`src/rtl/instruction_fetch_unit_pkg.sv`:
```
// Shared pipeline definitions for the instruction fetch unit:
// address/instruction widths, default reset PC and NOP word, fetch FSM states.
package instruction_fetch_unit_pkg;

  localparam int ADDR_W  = 16;
  localparam int INSTR_W = 16;

  localparam logic [ADDR_W-1:0]  DEFAULT_RESET_PC  = 16'h0000;
  localparam logic [INSTR_W-1:0] DEFAULT_NOP_INSTR = 16'h0000;

  typedef enum logic [1:0] {
    BOOT  = 2'd0,
    RUN   = 2'd1,
    FLUSH = 2'd2
  } fetch_state_t;

endpackage

```
`src/rtl/instruction_fetch_unit_pc_reg.sv`:
```
// Program counter plus the address of the word currently in flight.
// Redirect wins over stall; otherwise the PC advances unless stalled.
module fetch_pc_reg
  import instruction_fetch_unit_pkg::*;
#(
  parameter logic [ADDR_W-1:0] RESET_PC = DEFAULT_RESET_PC
) (
  input  logic              clk,
  input  logic              rst_n,
  input  logic              stall,
  input  logic              redirect_valid,
  input  logic [ADDR_W-1:0] redirect_target,
  output logic [ADDR_W-1:0] pc,
  output logic [ADDR_W-1:0] inflight_pc
);

  always_ff @(posedge clk or negedge rst_n) begin
    if (!rst_n) begin
      pc          <= RESET_PC;
      inflight_pc <= RESET_PC;
    end else if (redirect_valid) begin
      pc          <= redirect_target;
      inflight_pc <= redirect_target;
    end else if (!stall) begin
      inflight_pc <= pc;
      pc          <= pc + 16'd1;
    end
  end

endmodule

```
`src/rtl/instruction_fetch_unit.sv`:
```
// Instruction fetch stage: drives instruction memory from the PC and presents
// the returned word one cycle later, squashing it after a redirect.
module instruction_fetch_unit
  import instruction_fetch_unit_pkg::*;
#(
  parameter logic [ADDR_W-1:0]  RESET_PC  = DEFAULT_RESET_PC,
  parameter logic [INSTR_W-1:0] NOP_INSTR = DEFAULT_NOP_INSTR
) (
  input  logic               clk,
  input  logic               rst_n,
  input  logic               stall,
  input  logic               redirect_valid,
  input  logic [ADDR_W-1:0]  redirect_target,
  output logic [ADDR_W-1:0]  imem_address,
  output logic               imem_stall,
  output logic               imem_kill,
  input  logic [INSTR_W-1:0] imem_instruction,
  output logic [INSTR_W-1:0] if_instruction,
  output logic [ADDR_W-1:0]  if_pc,
  output logic [ADDR_W-1:0]  if_pc_plus1,
  output logic               if_valid,
  output logic [15:0]        fetch_count
);

  fetch_state_t      state_q, state_d;
  logic [ADDR_W-1:0] pc, inflight_pc;

  fetch_pc_reg #(.RESET_PC(RESET_PC)) u_pc_reg (
    .clk             (clk),
    .rst_n           (rst_n),
    .stall           (stall),
    .redirect_valid  (redirect_valid),
    .redirect_target (redirect_target),
    .pc              (pc),
    .inflight_pc     (inflight_pc)
  );

  always_ff @(posedge clk or negedge rst_n) begin
    if (!rst_n) begin
      state_q <= BOOT;
    end else begin
      state_q <= state_d;
    end
  end

  always_comb begin
    state_d = state_q;
    if (redirect_valid) begin
      state_d = FLUSH;
    end else if (!stall) begin
      state_d = RUN;
    end
  end

  // A word counts as delivered only when the stage actually moves past it.
  always_ff @(posedge clk or negedge rst_n) begin
    if (!rst_n) begin
      fetch_count <= 16'd0;
    end else if (state_q == RUN && !stall && !redirect_valid) begin
      fetch_count <= fetch_count + 16'd1;
    end
  end

  assign if_valid       = (state_q == RUN);
  assign imem_address   = pc;
  assign imem_stall     = stall & ~redirect_valid;
  assign imem_kill      = redirect_valid;
  assign if_instruction = if_valid ? imem_instruction : NOP_INSTR;
  assign if_pc          = inflight_pc;
  assign if_pc_plus1    = inflight_pc + 16'd1;

endmodule

```
`config.mk`:
```
export PLATFORM = sky130hd
export DESIGN_NAME = instruction_fetch_unit
export DESIGN_NICKNAME = d
export VERILOG_FILES = /design/src/rtl/instruction_fetch_unit_pkg.sv /design/src/rtl/instruction_fetch_unit_pc_reg.sv /design/src/rtl/instruction_fetch_unit.sv
export SDC_FILE = /design/constraint.sdc
export NUM_CORES = 1
export LEC_CHECK = 0
export ABC_CLOCK_PERIOD_IN_PS = 3900
export CAP_MARGIN = 10
export CORE_ASPECT_RATIO = 1.5
export CORE_MARGIN = 10
export CORE_UTILIZATION = 46
export DETAILED_ROUTE_END_ITERATION = 10
export PLACE_DENSITY_LB_ADDON = 0.15
export SKIP_LAST_GASP = 1
export SLEW_MARGIN = 20
export SYNTH_ARGS = -nofsm -noshare
export SYNTH_HDL_FRONTEND = slang
export SYNTH_HIERARCHICAL = 1
export SYNTH_SLANG_ARGS = --single-unit
```
`constraint.sdc`:
```
create_clock -name clk -period 3.9 [get_ports clk]
set_input_delay 0.78 -clock clk [delete_from_list [all_inputs] [get_ports clk]]
set_output_delay 0.78 -clock clk [all_outputs]
set_load 0.005 [all_outputs]
```
# == Word level (Yosys, flattened, before mapping) ==
# Cells that the tools add are included.
# word_totals
register_bits,50
inputBits,36
out_inout_bits,83
word_cells,22
# classes
add_sub_neg,3
eq_ne,2
muxes,7
bitwise_logic,2
n_reduce_logical,4
# op_table
op,n
16-bit two-way mux,5
16-bit by 1-bit adder with 16-bit output (second input constant),3
2-bit two-way mux,2
2-bit by 1-bit equality test with 1-bit output (second input constant),1
1-bit logical AND,2
1-bit logical NOT,2
2-bit by 1-bit != test with 1-bit output (second input constant),1
1-bit AND,1
1-bit NOT,1

# == Depth between registers and ports, before layout ==
# Gate-level depths: netlist of the first run.
# depth
depth_word,3
depth_mapped,5

# == Hierarchy ==
# Netlist of the first run, hierarchy kept.
# by_module_without_submodules
mod,instances,cells_per_inst,area_each_um2,seq_area_each_um2
fetch_pc_reg,1,151,1560.2,800.8
instruction_fetch_unit,1,126,1169.9,450.4

# == Worst setup path after synthesis of the first run ==
# OpenSTA, ideal clock, no wires.
# synth_timing
path_type,input to register
start,input redirect_valid
end,register fetch_count[8]
setup_ps,75
arrival_time_ps,1938
t_required_ps,3825
slack_ps,1886
path_stages,4
cell_sequence,or4b_4 -> nor3_4 -> and4_4 -> xor2_2
# synth_via
elab_chain_len,2
# synth_rtl
item,line_no,text
from (decl),instruction_fetch_unit.sv:12,"input logic redirect_valid,"
1-bit logical NOT,instruction_fetch_unit.sv:59,end else if (state_q == RUN && !stall && !redirect_valid) begin
1-bit logical AND,instruction_fetch_unit.sv:59,
to (signal assigned),instruction_fetch_unit.sv:60,fetch_count <= fetch_count + 16'd1;
to (decl),instruction_fetch_unit.sv:22,output logic [15:0] fetch_count
# Every way passes these cells.
# A chain may end at the register's enable or synchronous reset.

# == Worst setup path in the final report of the first run ==
# layout_timing
start,register u_pc_reg.inflight_pc[0]
end,output if_pc_plus1[8]
# layout_via
elab_chain_len,1
# layout_rtl
item,line_no,text
from (decl),instruction_fetch_unit_pc_reg.sv:14,output logic [ADDR_W-1:0] inflight_pc
from (signal assigned),instruction_fetch_unit_pc_reg.sv:23,inflight_pc <= redirect_target;
from (signal assigned),instruction_fetch_unit_pc_reg.sv:25,inflight_pc <= pc;
16-bit by 1-bit adder with 16-bit output,instruction_fetch_unit.sv:70,assign if_pc_plus1 = inflight_pc + 16'd1;
to (decl),instruction_fetch_unit.sv:20,"output logic [ADDR_W-1:0] if_pc_plus1,"
# Every way passes these cells.

==> impl_metrics.toml, run 1 <==
[finish]
instances_no_fill = 470
filler_cell_count = 472
drive_above_1_share_pct = 4.774
area_growth_pct = 49.91
final_util_pct = 70.74
num-nets-final = 436
final_area_um2 = 4093
antenna_cells = 0

[status]
run_status = "completed"

[logic_synthesis]
synth_cell_type_count = 37
netlist_area_um2 = 2730
synthArstFlopShare_pct = 100.0
yosysWarnings = 6
syn_area_per_cell_um2 = 9.856
synth_nets = 316
yosysSeqAreaShare_pct = 45.83
synth.area.top_cells = "dfrtp_1, xnor2_1, mux2i_1"
synth_top_area_cell = "dfrtp_1"
ys_ff_latch = 50
synth.most_common_cell = "dfrtp_1"
ys.flop_type = "dfrtp_1"
synthCells = 277
synth_top_cell_area_share_pct = 45.83
synth_commonest_cells = "dfrtp_1, a21oi_1, xnor2_1"
synth-edff-count = 0

[timing]
grt_setup_unrepaired = "false"
hold_viol = 0
relSlewSlack_pct = 51.66
fin_ws_ns = 0.8031
period_needed_ns = 3.097
setup_viol = 0
fmax_mhz = 322.9
post-route-period-util_pct = 79.41
setup_tns_ns = 0
fin_skew_ns = 0.007785
worst_pin_slew_ns = 0.7225
drv_slew = 0
holdWs_ns = 0.4781

[setup_path]
reg2reg_slack_ns = 2.12
r2r.worst_path.cells = 4
crit_fanout = 5
crit_type = "reg2out"
rr_startpoint = "u_pc_reg/pc[9]"
critPathLaunchType = "flop"
r2r_end = "u_pc_reg/pc[15]"
crit_required_ns = 3.12
crit_path_end = "if_pc_plus1[8]"
worstPathArrival_ns = 2.32
startpoint = "u_pc_reg/inflight_pc[0]"
endpoint_kind = "output pin"

[floorplanning]
die_w_um = 82.90
io_pins = 119
floorplan.die.height_um = 114.4
die_area_um2 = 9480
rows = 34
coreArea_um2 = 5786
start_util_pct = 47.19

[global_route]
antenna_found_initial = 0
grt_pass1_vias = 2521
grt_start_max_net_pins = 51
grt_pass1_wl_mm = 12.53
gr-total-overflow = 0
grt_use_total_pct = 15.53

[clock_network]
path_clk_slew_ns = 0.09
cts.htree.levels = 2
insertion_delay_ns = 0.30
cts-root-buf = "clkbuf_8"
ctsHoldBuffers = 0
numCtsBuffers = 5
cts_sinks = 50
cts_resized = 0
cts_tree = "yes"
ctsLongestPathBuffers = 2
post-cts-setup-buffer-count = 0

[routing]
avgViaCountPerCell = 5.166
firstDrtPassIters = 4
dr_total_vias = 2428
final_antenna_net_count = 0
wl_per_cell_um = 16.28
drt-total-wl_mm = 7.652
drc = 0
drtIter0Drc = 111

[hold_path]
whs_path_depth = 1
hp-class = "reg2reg"

[pwr]
p_leak_nw = 1.680
power_mw = 1.372
ir_worst_vdd_uv = 267.2
powerDensity_nw_per_um2 = 335.3

[placed_design]
gp_congestion = 0.8767
preCtsSetupSlack_ns = 0.9456
dp.cells = 462
dp_hpwl_mm = 6.010
numPortBuffers = 118
place_area_um2 = 3983

[run]
max_cap_viol_count = 0
where the power goes:
part           total, mW  leakage [nW]  internal (mW)  switching, mW
Combinational      0.363          1.03          0.228          0.135
Sequential         0.648         0.602          0.566         0.0817
Clock              0.361        0.0514          0.191          0.170
Total               1.37          1.68          0.986          0.386
logic make-up (layout without fill, tap and decap cells):
family	count (synthesis)	in the layout	share of synthesized area [%]
and+or+nand+nor	115	115	23.92
xor gates and xnor gates	40	40	13.11
AOI/OAI and AO/OA	38	38	7.608
adders and majority gates	3	3	1.375
DFF	50	50	45.83
muxes	16	16	5.866
buffers and inverters	15	136	2.291
placed cells by master (no fill, tap or decap), drive strengths merged:
master         Yosys  routed
xnor2             27      27
o31ai              3       3
bufinv             0       1
clkbuf             5       6
or2                1       1
nand3             11      11
nor4b              1       1
and2              19      19
dfrtp             50      50
a31oi              3       3
nor3               8       8
a21o               1       1
nand4             11      11
mux2i             16      16
clkinvlp           0       1
xor2              13      13
o21ai              2       2
clkdlybuf4s50      0     117
buf                3       4
a21oi             28      28
nand4b             3       3
a211oi             1       1
ha                 3       3
and3               4       4
nand2             19      19
nand3b             1       1
nor4               4       4
clkinv             1       1
and4               1       1
or2b               1       1
or4b               1       1
nor2              23      23
or3                1       1
inv                6       6
nor2b              3       3
or4                3       3
metal layers:
layer	global-route usage, %	vias up	part of all wire [%]	wire (µm)
met3	6.339	7	8.8	675
met1	15.23	1131	37	2820
met2	29.13	81	53	4066
li1	-	1209	-	-
met5	0	-	0	0
met4	4.328	0	1.2	90
how the worst min path moves through the flow:
stage	slack, ns	startpoint	to
after CTS	0.48	fetch_count[15]	fetch_count[15]
after global routing	0.50	fetch_count[15]	fetch_count[15]
after floorplan	0.46	fetch_count[15]	fetch_count[15]
after global placement	0.46	fetch_count[15]	fetch_count[15]
after detailed placement	0.46	fetch_count[15]	fetch_count[15]
final	0.48	fetch_count[15]	fetch_count[15]
final cells by class:
class	instances	area, µm²	area share, %
repair buffers	121	1199	29.29
flip-flops and latches	50	1251	30.57
clock inverters	2	37.54	0.9171
clock buffers	6	72.57	1.773
inverters	7	26.28	0.6420
well taps	72	90.09	2.201
multi-input cells	212	1416	34.61
worst max-delay path: stages, from the launching register on:
cell	delay (ns)
dfrtp_1	0.46
ha_1	0.25
nand2_1	0.13
nor2_1	0.27
and3_1	0.22
xor2_1	0.15
clkdlybuf4s50_1	0.52
state kept, by name, summed over array words and instances (netlist names):
signal                cells
state_q                   2
u_pc_reg/pc              16
fetch_count              16
u_pc_reg/inflight_pc     16
Power figures use the tool's default switching activity.
==> run 2, diff against run 1 <==
--- a/config.mk
+++ b/config.mk
@@ -5,11 +5,11 @@
 export SDC_FILE = /design/constraint.sdc
 export NUM_CORES = 1
 export LEC_CHECK = 0
-export ABC_CLOCK_PERIOD_IN_PS = 3900
+export ABC_CLOCK_PERIOD_IN_PS = 2700
 export CAP_MARGIN = 10
 export CORE_ASPECT_RATIO = 1.5
 export CORE_MARGIN = 10
-export CORE_UTILIZATION = 46
+export CORE_UTILIZATION = 38
 export DETAILED_ROUTE_END_ITERATION = 10
 export PLACE_DENSITY_LB_ADDON = 0.15
 export SKIP_LAST_GASP = 1
==> constraint.sdc (replaced) <==
create_clock -name clk -period 2.7 [get_ports clk]
set_input_delay 0.54 -clock clk [delete_from_list [all_inputs] [get_ports clk]]
set_output_delay 0.54 -clock clk [all_outputs]
set_load 0.005 [all_outputs]
==> impl_metrics.toml, run 2 (synthesis results as in run 1) <==
[status]
run_status = "completed"

[setup_path]
critPathLaunchType = "flop"
crit_family = "buffers and inverters"
crit_required_ns = 2.16
critPathSlowestCell = "clkdlybuf4s50_1"
slowest_delay_ns = 0.52
cp_num_buf_inv = 1
crit_type = "reg2out"
endpoint_kind = "output pin"
cp_num_cells = 6
crit_chain = "ha_2 -> nand2_1 -> nor2_2 -> and3_1 -> xor2_1 -> clkdlybuf4s50_1"
crit_fanout = 4
r2r.worst_path.cells = 5
worstPathArrival_ns = 2.05

[clock_network]
cts.htree.levels = 2
path_clk_slew_ns = 0.10
cts-root-buf = "clkbuf_8"
numCtsBuffers = 5
ctsHoldBuffers = 0
cts_sinks = 50
cts_tree = "yes"
insertion_delay_ns = 0.31
ctsLongestPathBuffers = 2

[global_route]
grt_pass1_vias = 2523
grt_start_max_net_pins = 51
gr-total-overflow = 0
grt_use_total_pct = 14.48
antenna_found_initial = 0
grt_pass1_wl_mm = 12.72

[floorplanning]
coreArea_um2 = 6944
io_pins = 119
die_w_um = 89.21
start_util_pct = 39.32
rows = 37
die_area_um2 = 11040
floorplan.die.height_um = 123.8

[finish]
final_area_um2 = 4184
area_growth_pct = 53.25
final_common_cell = "clkdlybuf4s50_1"
num-nets-final = 442
top_regs = "fetch_count: 16 flops, u_pc_reg/inflight_pc: 16 flops, u_pc_reg/pc: 16 flops"
drive_above_1_share_pct = 8.168
mostFrequentLayoutCells = "clkdlybuf4s50_1, dfrtp_1, a21oi_1"
antenna_cells = 0
filler_cell_count = 642

[placed_design]
gp_congestion = 0.7621
numPortBuffers = 118
place_area_um2 = 4033
dp_hpwl_mm = 6.337

[timing]
post-route-period-util_pct = 95.84
relSlewSlack_pct = 56.30
drv_slew = 0
hold_viol = 0
setup_tns_ns = 0
fin_skew_ns = 0.006785
fmax_mhz = 386.5
worst_pin_slew_ns = 0.6555
grt_setup_unrepaired = "false"
setup_viol = 0
period_needed_ns = 2.588

[routing]
firstDrtPassIters = 4
drtIter0Drc = 80
dr_total_vias = 2490
final_antenna_net_count = 0
avgViaCountPerCell = 5.166
drt-total-wl_mm = 8.091
wl_per_cell_um = 16.79
drc = 0

[pwr]
ir_worst_vdd_uv = 332.8
powerDensity_nw_per_um2 = 481.4
p_comb_share_pct = 27.0
p_leak_nw = 1.711
p_switching_mw = 0.5789
intPower_mw = 1.435
clockPowerShare_pct = 26.5
switching_share_pct = 28.75
seq_power_share_pct = 46.5

[run]
max_cap_viol_count = 0

[hold_path]
hp-class = "in2async"
## run 2: path summary, 6_finish.rpt
kind,slack [ns],startpoint,end
max,0.11,u_pc_reg/inflight_pc[0],if_pc_plus1[8]
min,0.34,rst_n,u_pc_reg/pc[14]
max reg2reg,0.89,u_pc_reg/pc[0],u_pc_reg/pc[14]
min reg2reg,0.48,fetch_count[15],fetch_count[15]
max in group asynchronous,1.89,rst_n,u_pc_reg/inflight_pc[0]
min in group clk,0.48,fetch_count[15],fetch_count[15]
## run 2: power groups by stage
stage	Combinational [mW]	Sequential, mW	Clock [mW]
3_5_place_dp	0.544	0.949	0
2_1_floorplan	0.198	0.931	0
6_report	0.545	0.936	0.534
4_1_cts	0.548	0.936	0.553
5_1_grt	0.599	0.952	0.579
3_3_place_gp	0.541	0.947	0
## run 2: area by class of cell
type	instances	area, µm²	area share, %
Sequential cell	50	1254	29.96
Multi-Input combinational cell	212	1436	34.33
Inverter	7	26.28	0.6280
Tap cell	78	97.59	2.333
Timing Repair Buffer	127	1256	30.02
Clock inverter	3	45.04	1.077
Clock buffer	5	68.82	1.645
## run 2: repair_timing
item / 4_1_cts / 5_1_grt
resized for setup: 2 / 6
setup endpoints to repair: 6 / 8
buffers inserted: 0 / 2
## run 2: worst register-to-register path, stage by stage, from the launching register on
cell and delay [ns]:
dfrtp_1 0.48, ha_1 0.24, nand3_1 0.20, nor4_1 0.44
nor3_1 0.09, a211oi_1 0.26
## run 2: through the flow
stage	worst slack, ns	util, %	instances	hold WS [ns]	power, mW
global placement	0.2816	58.07	472	0.4616	1.487
global route	0.004596	60.25	482	0.3849	2.130
floorplan	0.9262	-	277	0.2444	1.129
CTS	-0.006825	59.78	480	0.3691	2.037
detailed placement	0.2584	58.07	472	0.4593	1.493
finish	0.1124	60.25	482	0.3401	2.014
## run 2: layer usage
layer | track usage (%) | up-vias | routed length (µm)
met5 | 0 | - | 0
met4 | 4.591 | 0 | 131
li1 | - | 1215 | -
met1 | 15.46 | 1179 | 3006
met3 | 5.359 | 12 | 769
met2 | 25.60 | 84 | 4183
